**src/rtl/mr_keystream_packer.sv**
```systemverilog
// Massey-Rueppel keystream packer: the inner product of the M and N LFSR states
// gives one bit per clock. Bits are packed LSB-first into words and queued in a 2-entry valid/ready FIFO.
module mr_keystream_packer #(
  parameter int LFSR_W = 7,
  parameter int OUT_W  = 8,
  parameter int WARMUP = 14
) (
  input  logic              i_clk,
  input  logic              i_rst_n,
  input  logic [LFSR_W-1:0] i_lfsr_m,
  input  logic [LFSR_W-1:0] i_lfsr_n,
  input  logic              i_start,
  input  logic              i_stop,
  output logic              o_lfsr_load,
  input  logic              i_ready,
  output logic              o_valid,
  output logic [OUT_W-1:0]  o_data,
  output logic              o_busy,
  output logic              o_overflow
);
  localparam int CW = (OUT_W > 1) ? $clog2(OUT_W) : 1;
  localparam int WW = $clog2(WARMUP + 2);

  typedef enum logic [1:0] {IDLE, LOAD, WARM, RUN} state_t;

  state_t               state_reg, state_next;
  logic [CW-1:0]        cnt_reg;
  logic [OUT_W-2:0]     shift_reg;
  logic [WW-1:0]        warm_reg;
  logic                 load_reg;
  logic                 overflow_reg;
  logic [1:0]           count_reg;
  logic                 wr_ptr_reg, rd_ptr_reg;
  logic [1:0][OUT_W-1:0] mem;

  logic             ks, word_done, push_ok, pop, full, drop;
  logic [OUT_W-1:0] word;

  assign ks        = ^(i_lfsr_m & i_lfsr_n);
  assign word_done = (state_reg == RUN) && !i_stop && (cnt_reg == CW'(OUT_W - 1));
  assign word      = {ks, shift_reg};
  assign full      = (count_reg == 2'd2);
  assign pop       = o_valid && i_ready;
  assign push_ok   = word_done && (!full || pop);
  assign drop      = word_done && full && !pop;

  always_comb begin
    state_next = state_reg;
    case (state_reg)
      IDLE: if (i_start && !i_stop) state_next = LOAD;
      LOAD: begin
        if (i_stop) state_next = IDLE;
        else        state_next = (WARMUP > 0) ? WARM : RUN;
      end
      WARM: begin
        if (i_stop)                      state_next = IDLE;
        else if (warm_reg == WW'(1))     state_next = RUN;
      end
      RUN:  if (i_stop) state_next = IDLE;
      default: state_next = IDLE;
    endcase
  end

  // The load strobe is registered so the LFSRs see a clean, glitch-free pulse.
  always_ff @(posedge i_clk or negedge i_rst_n) begin
    if (!i_rst_n) begin
      state_reg <= IDLE;
      load_reg  <= 1'b0;
      warm_reg  <= '0;
      cnt_reg   <= '0;
      shift_reg <= '0;
    end else begin
      state_reg <= state_next;
      load_reg  <= (state_next == LOAD);
      if (state_reg == LOAD)
        warm_reg <= WW'(WARMUP);
      else if (state_reg == WARM && warm_reg != '0)
        warm_reg <= warm_reg - WW'(1);
      if (i_stop || state_reg != RUN) begin
        cnt_reg   <= '0;
        shift_reg <= '0;
      end else if (word_done) begin
        cnt_reg <= '0;
      end else begin
        shift_reg[cnt_reg] <= ks;
        cnt_reg            <= cnt_reg + CW'(1);
      end
    end
  end

  always_ff @(posedge i_clk or negedge i_rst_n) begin
    if (!i_rst_n) begin
      count_reg    <= '0;
      wr_ptr_reg   <= 1'b0;
      rd_ptr_reg   <= 1'b0;
      overflow_reg <= 1'b0;
    end else begin
      if (push_ok) wr_ptr_reg <= ~wr_ptr_reg;
      if (pop)     rd_ptr_reg <= ~rd_ptr_reg;
      count_reg <= count_reg + {1'b0, push_ok} - {1'b0, pop};
      if (state_reg == IDLE && state_next == LOAD)
        overflow_reg <= 1'b0;
      else if (drop)
        overflow_reg <= 1'b1;
    end
  end

  for (genvar gi = 0; gi < 2; gi++) begin : g_entry
    logic [OUT_W-1:0] entry_reg;
    always_ff @(posedge i_clk or negedge i_rst_n) begin
      if (!i_rst_n)
        entry_reg <= '0;
      else if (push_ok && (wr_ptr_reg == 1'(gi)))
        entry_reg <= word;
    end
    assign mem[gi] = entry_reg;
  end

  assign o_valid     = (count_reg != 2'd0);
  assign o_data      = mem[rd_ptr_reg];
  assign o_busy      = (state_reg != IDLE);
  assign o_lfsr_load = load_reg;
  assign o_overflow  = overflow_reg;

endmodule

```
**config.mk**
```make
export PLATFORM = sky130hd
export DESIGN_NAME = mr_keystream_packer
export DESIGN_NICKNAME = d
export VERILOG_FILES = /design/src/rtl/mr_keystream_packer.sv
export SDC_FILE = /design/constraint.sdc
export NUM_CORES = 1
export LEC_CHECK = 0
export BUFFER_PORTS_ARGS = -buffer_cell sky130_fd_sc_hd__buf_2
export CAP_MARGIN = 15
export CORE_MARGIN = 2
export CORE_UTILIZATION = 45
export CTS_BUF_LIST = sky130_fd_sc_hd__clkbuf_16
export DETAILED_ROUTE_END_ITERATION = 10
export PLACE_DENSITY = 0.76
export SETUP_SLACK_MARGIN = 0.05
export SLEW_MARGIN = 20
export SYNTH_ARGS = -nofsm -noshare
export SYNTH_HDL_FRONTEND = slang
export SYNTH_SLANG_ARGS = --single-unit
```
**constraint.sdc**
```tcl
create_clock -name i_clk -period 2.8 [get_ports i_clk]
set_clock_uncertainty 0.2 [all_clocks]
set_input_delay 0.56 -clock i_clk [delete_from_list [all_inputs] [get_ports i_clk]]
set_output_delay 0.56 -clock i_clk [all_outputs]
set_load 0.05 [all_outputs]
```
Word level (Yosys, flattened, before mapping)

Cells that the tools add are included.

Flip-flop bits (word level): 38
Bits of input ports: 19
Output and inout port bits: 12
Logic and storage cells: 73

Add/subtract/negate cells: 4
Magnitude comparators: 3
Eq/ne operators: 9
Mux-type cells: 19
Bitwise operators: 3
Reductions and logical operators: 24

Operators by type and width:

| cell                                                               | count |
|---|---|
| 2-to-1 mux 8 bit                                                   | 2 |
| 2-to-1 mux 7 bit                                                   | 2 |
| logical AND 1 bit                                                  | 12 |
| 2-to-1 mux 2 bit                                                   | 5 |
| 2-to-1 mux 4 bit                                                   | 2 |
| case mux 2 bit (4 select lines)                                    | 1 |
| nonzero test 2 bit                                                 | 4 |
| AND 7 bit                                                          | 1 |
| bitwise mux 7 bit                                                  | 1 |
| XOR reduction 7 bit                                                | 1 |
| == test 2 bit (second input constant)                              | 3 |
| 2-to-1 mux 3 bit                                                   | 2 |
| == test 2 x 1 -> 1 bit (second input constant)                     | 2 |
| == test 4 x 1 -> 1 bit (second input constant)                     | 1 |
| less-than comparator 3 x 4 -> 1 bit (second input constant)        | 1 |
| nonzero test 4 bit                                                 | 1 |
| subtractor 4 x 1 -> 4 bit (second input constant)                  | 1 |
| adder 3 x 1 -> 3 bit (second input constant)                       | 1 |
| demux 1 bit (select 3 bit)                                         | 1 |
| == test 3 bit (second input constant)                              | 1 |
| greater-or-equal comparator 3 x 1 -> 1 bit (second input constant) | 1 |
| zero test 1 bit                                                    | 3 |
| 2-to-1 mux 1 bit                                                   | 3 |
| adder 2 x 1 -> 2 bit                                               | 1 |
| other kinds (7)                                                    | 9 |

Longest topological paths before layout

Gate-level depths: netlist of the first run.

Depth after elaboration: 7
Depth in mapped cells: 8

Least setup slack after synthesis of the first run

OpenSTA, ideal clock, no wires.

Kind: reg2out
Start point: reg rd_ptr_reg
End point: out o_data[7]
Arrival time: 1.694 ns
Data required time: 2.040 ns
Path slack: 0.346 ns
Stages on the path, launching flop included: 3
Buffers on the path: 1
Cells stage by stage: dfrtp_1 -> clkbuf_1 -> o21ai_0

Word-level cells in the longest chain between the ends: 2

RTL lines:

| element                                             | RTL line | RTL |
|---|---|---|
| start: declaration                                  | 33       | `logic wr_ptr_reg, rd_ptr_reg;` |
| start signal: assignment                            | 99       | `if (pop) rd_ptr_reg <= ~rd_ptr_reg;` |
| 2-to-1 mux 8 bit (implied by the code) (2 in a row) | 120      | `assign o_data = mem[rd_ptr_reg];` |
| end: declaration                                    | 17       | `output logic [OUT_W-1:0] o_data,` |

Every way passes these cells. The select of a mux whose other input is x is not followed.

Final worst setup path of the first run

Start point: reg rd_ptr_reg
End point: out o_data[4]

Same word-level chain as after synthesis.

==> flow_results.org, run 1 <==
** Synth
- Post-synthesis instance area :: 1860 um2
- Mapped Cells :: 161
- Post-synth cell types :: 37
- Mean Syn Cell Area :: 11.5 um2
- Of all cell types, the one taking the most synthesized area is dfrtp_1.
- The share of synthesized area in the top cell type comes to 0.512.
- The Yosys step of the flow raised 0 warnings.
- Cell types occupying the most area after synthesis :: dfrtp_1 (51%), mux2_2 (13%), ha_1 (4.0%), nand2_1 (4.0%), o31ai_1 (2.4%)
- #FFs+latches synth :: 38
- In the synthesized netlist the dominant register cell turns out to be dfrtp_1.
- Sequential area share after synthesis :: 0.512
- Share of synthesized registers carrying an async set or reset :: 1.00
- Syn nets :: 186
- EDFF count, synth :: 0

** STA
- Static timing analysis puts the maximum clock frequency at 0.449 GHz.
- Tightest slew margin relative to the limit :: 0.461
- Subtracting the final worst setup slack from the clock period gives 2.23 ns.
- Fin. Hold Viols :: 0
- Finish-stage setup viols :: 0
- Dividing the final minimum period by the clock period gives 0.795.
- Setup Total Neg Slack :: 0 ns
- Worst Max-Slew Pin Slew :: 0.809 ns
- Setup repair after global routing left no endpoint under its margin.
- The number of max-slew violations in the final report was 0.

** Clocking
- CTS tree :: built
- Once the clock tree was built, the resizer swapped 0 gates to a different size.
- Clk pin slew, worst setup/hold paths :: 0.05 ns
- Once the clock tree was built, the setup fixing pass inserted 0 buffers.
- Hold-fix buffers at CTS :: 0
- In this run the number of H-tree levels came out at 2.
- Worst-Skew Late Latency :: 0.27 ns
- Counting along the longest clock path gives a buffer depth of 2.
- Root cell of the clock tree :: clkbuf_16
- Num Clock Sinks :: 38
- Counting the buffers created by CTS gives 5.

** Placed design
- Dpl hpwl :: 2190 um
- Number of cells in the design after placement :: 238
- # port buffers :: 30
- Routability-driven placement finished with a final weighted congestion of 0.724.

** Detailed routing
- In this run the remaining antenna-violating nets after routing total 0.
- Per-cell via count in the routed design :: 5.24
- First DRT Iteration DRCs :: 77
- Count of TritonRoute iterations in the first routing pass :: 4
- # DRC :: 0
- Dividing the detail-routed wire length by the instance count gives 12.6 um.
- Summing over every cut layer, the via total after detailed routing is 1279.
- Wires add up to 3070 um.

** Critical path
- Startpoint of the worst-slack reg-to-reg timing path :: cnt_reg[1]
- For the worst setup path, the data arrival time is 1.47 ns.
- STA classifies the critical path startpoint as a register.
- R2R cell count :: 5
- Max Fanout on Critical Path :: 10
- In this run the critical register-to-register path is captured at g_entry[0].entry_reg[2].
- The worst register-to-register path has a setup slack of 0.66 ns.
- The worst setup path is of the reg -> out kind.
- Required time reported for the critical path endpoint :: 2.04 ns
- Critical Path End Type :: primary output

** Floorplan
- Initial standard-cell utilization of the core :: 0.468
- Die boundary width :: 68.2 um
- The die is 68.2 um tall.
- CORE AREA :: 3970 um2
- The die covers 4660 um2.
- Core Rows :: 23
- For this design the top-level I/O count stands at 31.

** Flow run
- Max cap viols :: 0

** Finish
- Layout net count :: 220
- Ratio of cells with drive above 1 in the final layout :: 0.330
- After filler insertion, the fill cell instance count of the layout stands at 356.
- Count of non-filler cells in the finished layout :: 244
- From synthesis to final layout, the design area changed by 17.9%.
- Measured on the finished design, the core utilization comes to 0.551.
- The library cell used most frequently in the layout, excluding fill and tap cells, is dfrtp_1.
- The repair_antennas step left the layout with diodes totalling 0.
- In the layout the commonest cells are dfrtp_1 (38), buf_2 (30), mux2_2 (21).
- The register with the most flip-flops in the layout has 16 of them.

** Global route
- Global-route usage over all layers :: 0.156
- Largest net degree at the start of global routing :: 39
- For this run the aggregate overflow at the end of global routing stands at 0.
- The first global-routing pass estimated 5310 um of wire.
- The number of antenna violations at the first check in global routing is 0.
- The number of global-route vias before repair was 1221.

** Pwr
- The analysis attributes to cell leakage a power of 1.13 nW.
- Power spread over the standard cell area amounts to 568 nW/um2.
- Peak supply drop :: 0.407 mV

** Run status
- Outcome :: finished clean

** Hold path
- Class of the tightest hold or removal check :: in -> async
worst max-delay path: stages (launching register included):
cell,delay [ns]
dfrtp_1,0.59
mux2_2,0.38
buf_2,0.21
worst max path at each step:
| stage | from | endpoint | slack (ns) |
|---|---|---|---|
| 5_1_grt | cnt_reg[1] | count_reg[1] | 0.47 |
| 3_3_place_gp | i_ready | count_reg[1] | 0.57 |
| 2_1_floorplan | rd_ptr_reg | o_data[7] | 0.35 |
| 6_report | rd_ptr_reg | o_data[4] | 0.57 |
| 3_5_place_dp | i_ready | count_reg[1] | 0.55 |
| 4_1_cts | rd_ptr_reg | o_data[2] | 0.55 |
metal layers:
metal  GRT usage  wire, um  vias to the layer above
li1            -         -                      636
met1       0.187      1440                      613
met2       0.258      1460                       23
met3      0.0411       104                        7
met4      0.0750        73                        0
met5           0         0                        -
synthesized netlist by cell type, types with 2 or more instances:
| cell type | number |
|---|---|
| dfrtp_1 | 38 |
| mux2_2 | 21 |
| nand2_1 | 20 |
| nand3_1 | 8 |
| inv_1 | 7 |
| ha_1 | 6 |
| nor2_1 | 6 |
| o31ai_1 | 6 |
| xnor2_1 | 5 |
| o21ai_0 | 4 |
| a21oi_1 | 3 |
| clkbuf_1 | 3 |
| nor2b_1 | 3 |
| nor3b_1 | 3 |
| a22oi_1 | 2 |
| and2_1 | 2 |
| mux2i_1 | 2 |
| nor3_1 | 2 |
| or3b_2 | 2 |
logic make-up after synthesis:
| family | count (synthesis) | synth area share |
|---|---|---|
| simple gates | 54 | 0.154 |
| flops | 38 | 0.512 |
| mux | 23 | 0.138 |
| compound gates | 21 | 0.0795 |
| buf+inv | 11 | 0.0229 |
| xor+xnor | 8 | 0.0532 |
| fa+ha+maj | 6 | 0.0404 |
final cells by class:
type	count	area, um2	share of cell area
clock buffer	5	125	0.0571
sequential	38	951	0.434
inverter	7	26.3	0.0120
timing repair buffer	31	158	0.0720
multi-input combinational	112	863	0.394
clock inverter	1	3.75	0.00171
tap	50	62.6	0.0286
report_power, final:
group | total [mW] | internal [mW] | switching (mW)
logic | 0.146 | 0.0642 | 0.0822
clock network | 0.499 | 0.315 | 0.184
registers | 0.598 | 0.571 | 0.0271
total | 1.24 | 0.951 | 0.293
metrics by stage:
stage,power (mW),setup slack [ns],hold WS (ns),cell area [um2]
final,1.24,0.573,0.175,2190
after global routing,1.31,0.467,0.262,2190
after CTS,1.26,0.552,0.220,2190
after detailed placement,0.755,0.548,0.283,2060
after global placement,0.753,0.575,0.264,2060
after floorplan,0.706,0.346,0.0644,1860
Power figures use the tool's default switching activity.
==> inputs of run 2 (changes only) <==
PLACE_DENSITY = 0.79   (was 0.76)
clock period = 2 ns   (was 2.8 ns; I/O delays follow)
==> run 2 against run 1 <==
Combinational power rose by 54%. Routed wire length rose by 19%. Die area did not move. Worst setup slack got worse by 0.51 ns. Via count rose by 8.1%. Highest routed layer unchanged. Sequential share of layout area fell by 4.3 points. Global-route usage rose by 2.1 points. Clock power rose by 46%. Clock-buffer cell count did not move.
==> flow_results.org, run 2 (synthesis results as in run 1) <==
** Placed design
- Final weighted congestion in routability-driven placement :: 0.760 (was 0.724)
- Dpl hpwl :: 2410 um (was 2190 um)
- Number of cells in the design after placement :: 248 (was 238)
- # port buffers :: 30 (unchanged)

** Critical path
- Reg-to-reg endpoint :: g_entry[0].entry_reg[3] (was g_entry[0].entry_reg[2])
- The startpoint kind of the worst setup timing path is a register (unchanged).
- Critical path type :: reg -> out (unchanged)
- Max Fanout on Critical Path :: 5 (was 10)
- The cell count of the worst reg-to-reg path was 6 (was 5).
- Standard cell with the maximum stage delay on the critical path :: dfrtp_2 (was dfrtp_1)
- The arrival time of the worst setup path came to 1.33 ns (was 1.47 ns).
- Required time reported for the critical path endpoint :: 1.40 ns (was 2.04 ns)
- The count of buffering cells on the critical path with inverters included came to 2 (was 1).
- The nature of the critical path endpoint is a primary output (unchanged).
- Startpoint of the worst-slack reg-to-reg timing path :: cnt_reg[0] (was cnt_reg[1])
- The flop-to-flop setup slack is 0.07 ns (was 0.66 ns).
- The gate family responsible for the most delay along the worst path is flip-flops (unchanged).
- Chain of cells forming the critical path: clkbuf_4 > mux2_2 > buf_4 (was mux2_2 > buf_2).
- The highest cell delay on the worst timing path is 0.36 ns (was 0.59 ns).

** Clocking
- Num Clock Sinks :: 38 (unchanged)
- The maximum count of clock buffers along a single path came to 2 (unchanged).
- The clock tree from TritonCTS is built (unchanged).
- Number of H-tree levels :: 2 (unchanged)
- The CTS buffer count is 5 (unchanged).
- Root cell of the clock tree :: clkbuf_16 (unchanged)
- Worst-Skew Late Latency :: 0.28 ns (was 0.27 ns)
- The clock transition time at the flip-flop clock pins of the worst setup and hold paths is 0.05 ns (about the same).

** Global route
- The pin count of the biggest net entering global routing was 39 (unchanged).
- Global-route usage over all layers :: 0.176 (was 0.156)
- The first-pass GRT wire length came to 5840 um (was 5310 um).
- The leftover overflow at the end of global routing came to 0 (unchanged).
- Initial antenna violation count :: 0 (unchanged)
- The number of global-route vias before repair came to 1306 (was 1221).

** Finish
- The number of inserted diodes is 0 (unchanged).
- Count of non-filler cells in the finished layout :: 265 (was 244)
- Most common cell after layout, fill and taps aside :: dfrtp_1 (unchanged)
- Ratio of cells with drive above 1 in the final layout :: 0.419 (was 0.330)
- Commonest cells after routing, fill and taps aside :: dfrtp_1 (37), buf_2 (23), buf_4 (22) (was dfrtp_1 (38), buf_2 (30), mux2_2 (21))
- Area grow syn2layout :: 30.9% (was 17.9%)
- Final design utilization :: 0.612 (was 0.551)
- Number of flip-flops under the largest register name :: 16 (unchanged)
- Layout net count :: 239 (was 220)

** STA
- Worst Max-Slew Pin Slew :: 0.474 ns (was 0.809 ns)
- Minimum clock period after layout :: 1.93 ns
- Tightest slew margin relative to the limit :: 0.684 (was 0.461)
- The sum of negative setup slack was 0 ns (unchanged).
- The hold slack came to 0.164 ns (was 0.175 ns).
- Fmax :: 0.517 GHz
- The number of max-slew violations in the final report was 0 (unchanged).
- Setup repair after global routing missed its margin :: yes (was no)
- Period utilisation layout :: 0.967
- Fin. Hold Viols :: 0 (unchanged)
- The number of endpoints failing setup at the final stage was 0 (unchanged).

** Hold path
- HP Start :: i_start
- For hold timing, the worst endpoint is state_reg[0].
- The class of the tightest hold or removal check is in -> reg (was in -> async).
- Along the worst hold path, the cell count comes to 3.

** Floorplan
- Die boundary width :: 68.2 um (unchanged)
- The count of pins on the block boundary is 31 (unchanged).
- The count of standard-cell rows was 23 (unchanged).
- The initial standard-cell utilization of the core was 0.468 (unchanged).
- The standard cell core area was 3970 um2 (unchanged).
- Total die area :: 4660 um2 (unchanged)
- The die boundary height is 68.2 um (unchanged).

** Detailed routing
- The DRC violation count after routing came to 0 (unchanged).
- First DRT Iteration DRCs :: 42 (was 77)
- The vias after detailed routing came to 1383 (was 1279).
- The detailed-router iteration count before antenna repair came to 4 (unchanged).
- The wire length after detailed routing came to 3660 um (was 3070 um).
- Number of nets with antenna violations after detailed routing :: 0 (unchanged)
- Per-cell via count in the routed design :: 5.22 (was 5.24)
- Wirelength per Cell :: 13.8 um (was 12.6 um)

** Run status
- Outcome: finished clean (unchanged).

** Pwr
- Peak supply drop :: 0.754 mV (was 0.407 mV)
- The power density over the cells is 733 nW/um2 (was 568 nW/um2).
- Leakage dissipation :: 1.23 nW (was 1.13 nW)
- Total power :: 1.78 mW (was 1.24 mW)

** Flow run
- Max cap viols :: 0 (unchanged)
[run 2: worst max path at each step]
stage                             from                 endpoint  slack, ns  cells past startpoint
after CTS                   cnt_reg[0]             count_reg[1]       0.03                      8
after detailed placement       i_ready             count_reg[1]       -0.1                      8
after floorplan           count_reg[0]             count_reg[1]       0.06                      7
after global routing        cnt_reg[0]  g_entry[0].entry_reg[5]     -0.005                      6
final                       rd_ptr_reg                o_data[4]       0.07                      3
after global placement         i_ready  g_entry[1].entry_reg[0]      -0.03                      5
[run 2: metal layers]
metal / up-vias / global-route usage / share of wire
met4: 0 / 0.0600 / 0.014
met3: 6 / 0.0658 / 0.036
met5: - / 0 / 0
met1: 672 / 0.207 / 0.43
li1: 678 / - / -
met2: 27 / 0.296 / 0.52
[run 2: timing repair]
| item | in CTS | in global routing |
|---|---|---|
| setup buffers | 6 | 2 |
| hold buffers | 1 | 0 |
| resized for setup | 3 | 25 |
| setup endpoints to repair | 23 | 12 |
| pin swaps | 1 | 5 |
| hold endpoints to repair | 38 | 0 |
[run 2: report_power, final]
group          switching, mW  total (mW)  internal (mW)  leakage [nW]
Clock                  0.279       0.728          0.449        0.0724
Sequential            0.0298       0.828          0.799         0.508
Combinational          0.126       0.225         0.0992         0.647
Total                  0.435        1.78           1.35          1.23
[run 2: area by class of cell]
cell class	count	area, um2
tap	50	62.6
inverter	7	26.3
timing repair buffer	50	332
fill	322	1540
clock buffer	5	125
clock inverter	3	12.5
multi-input combinational	112	921
sequential	38	952
[run 2: worst register-to-register path: stages, from the launching register on]
cell	delay (ns)
dfrtp_1	0.38
ha_2	0.21
ha_4	0.14
nand3_4	0.08
buf_4	0.15
nor2_4	0.25
mux2_2	0.38
[run 2: per-stage QoR]
step | cell area (um2) | setup WS (ns)
final | 2430 | 0.0653
after global placement | 2140 | -0.0337
after CTS | 2340 | 0.0304
after floorplan | 1860 | 0.0566
after detailed placement | 2140 | -0.0971
after global routing | 2430 | -0.00493
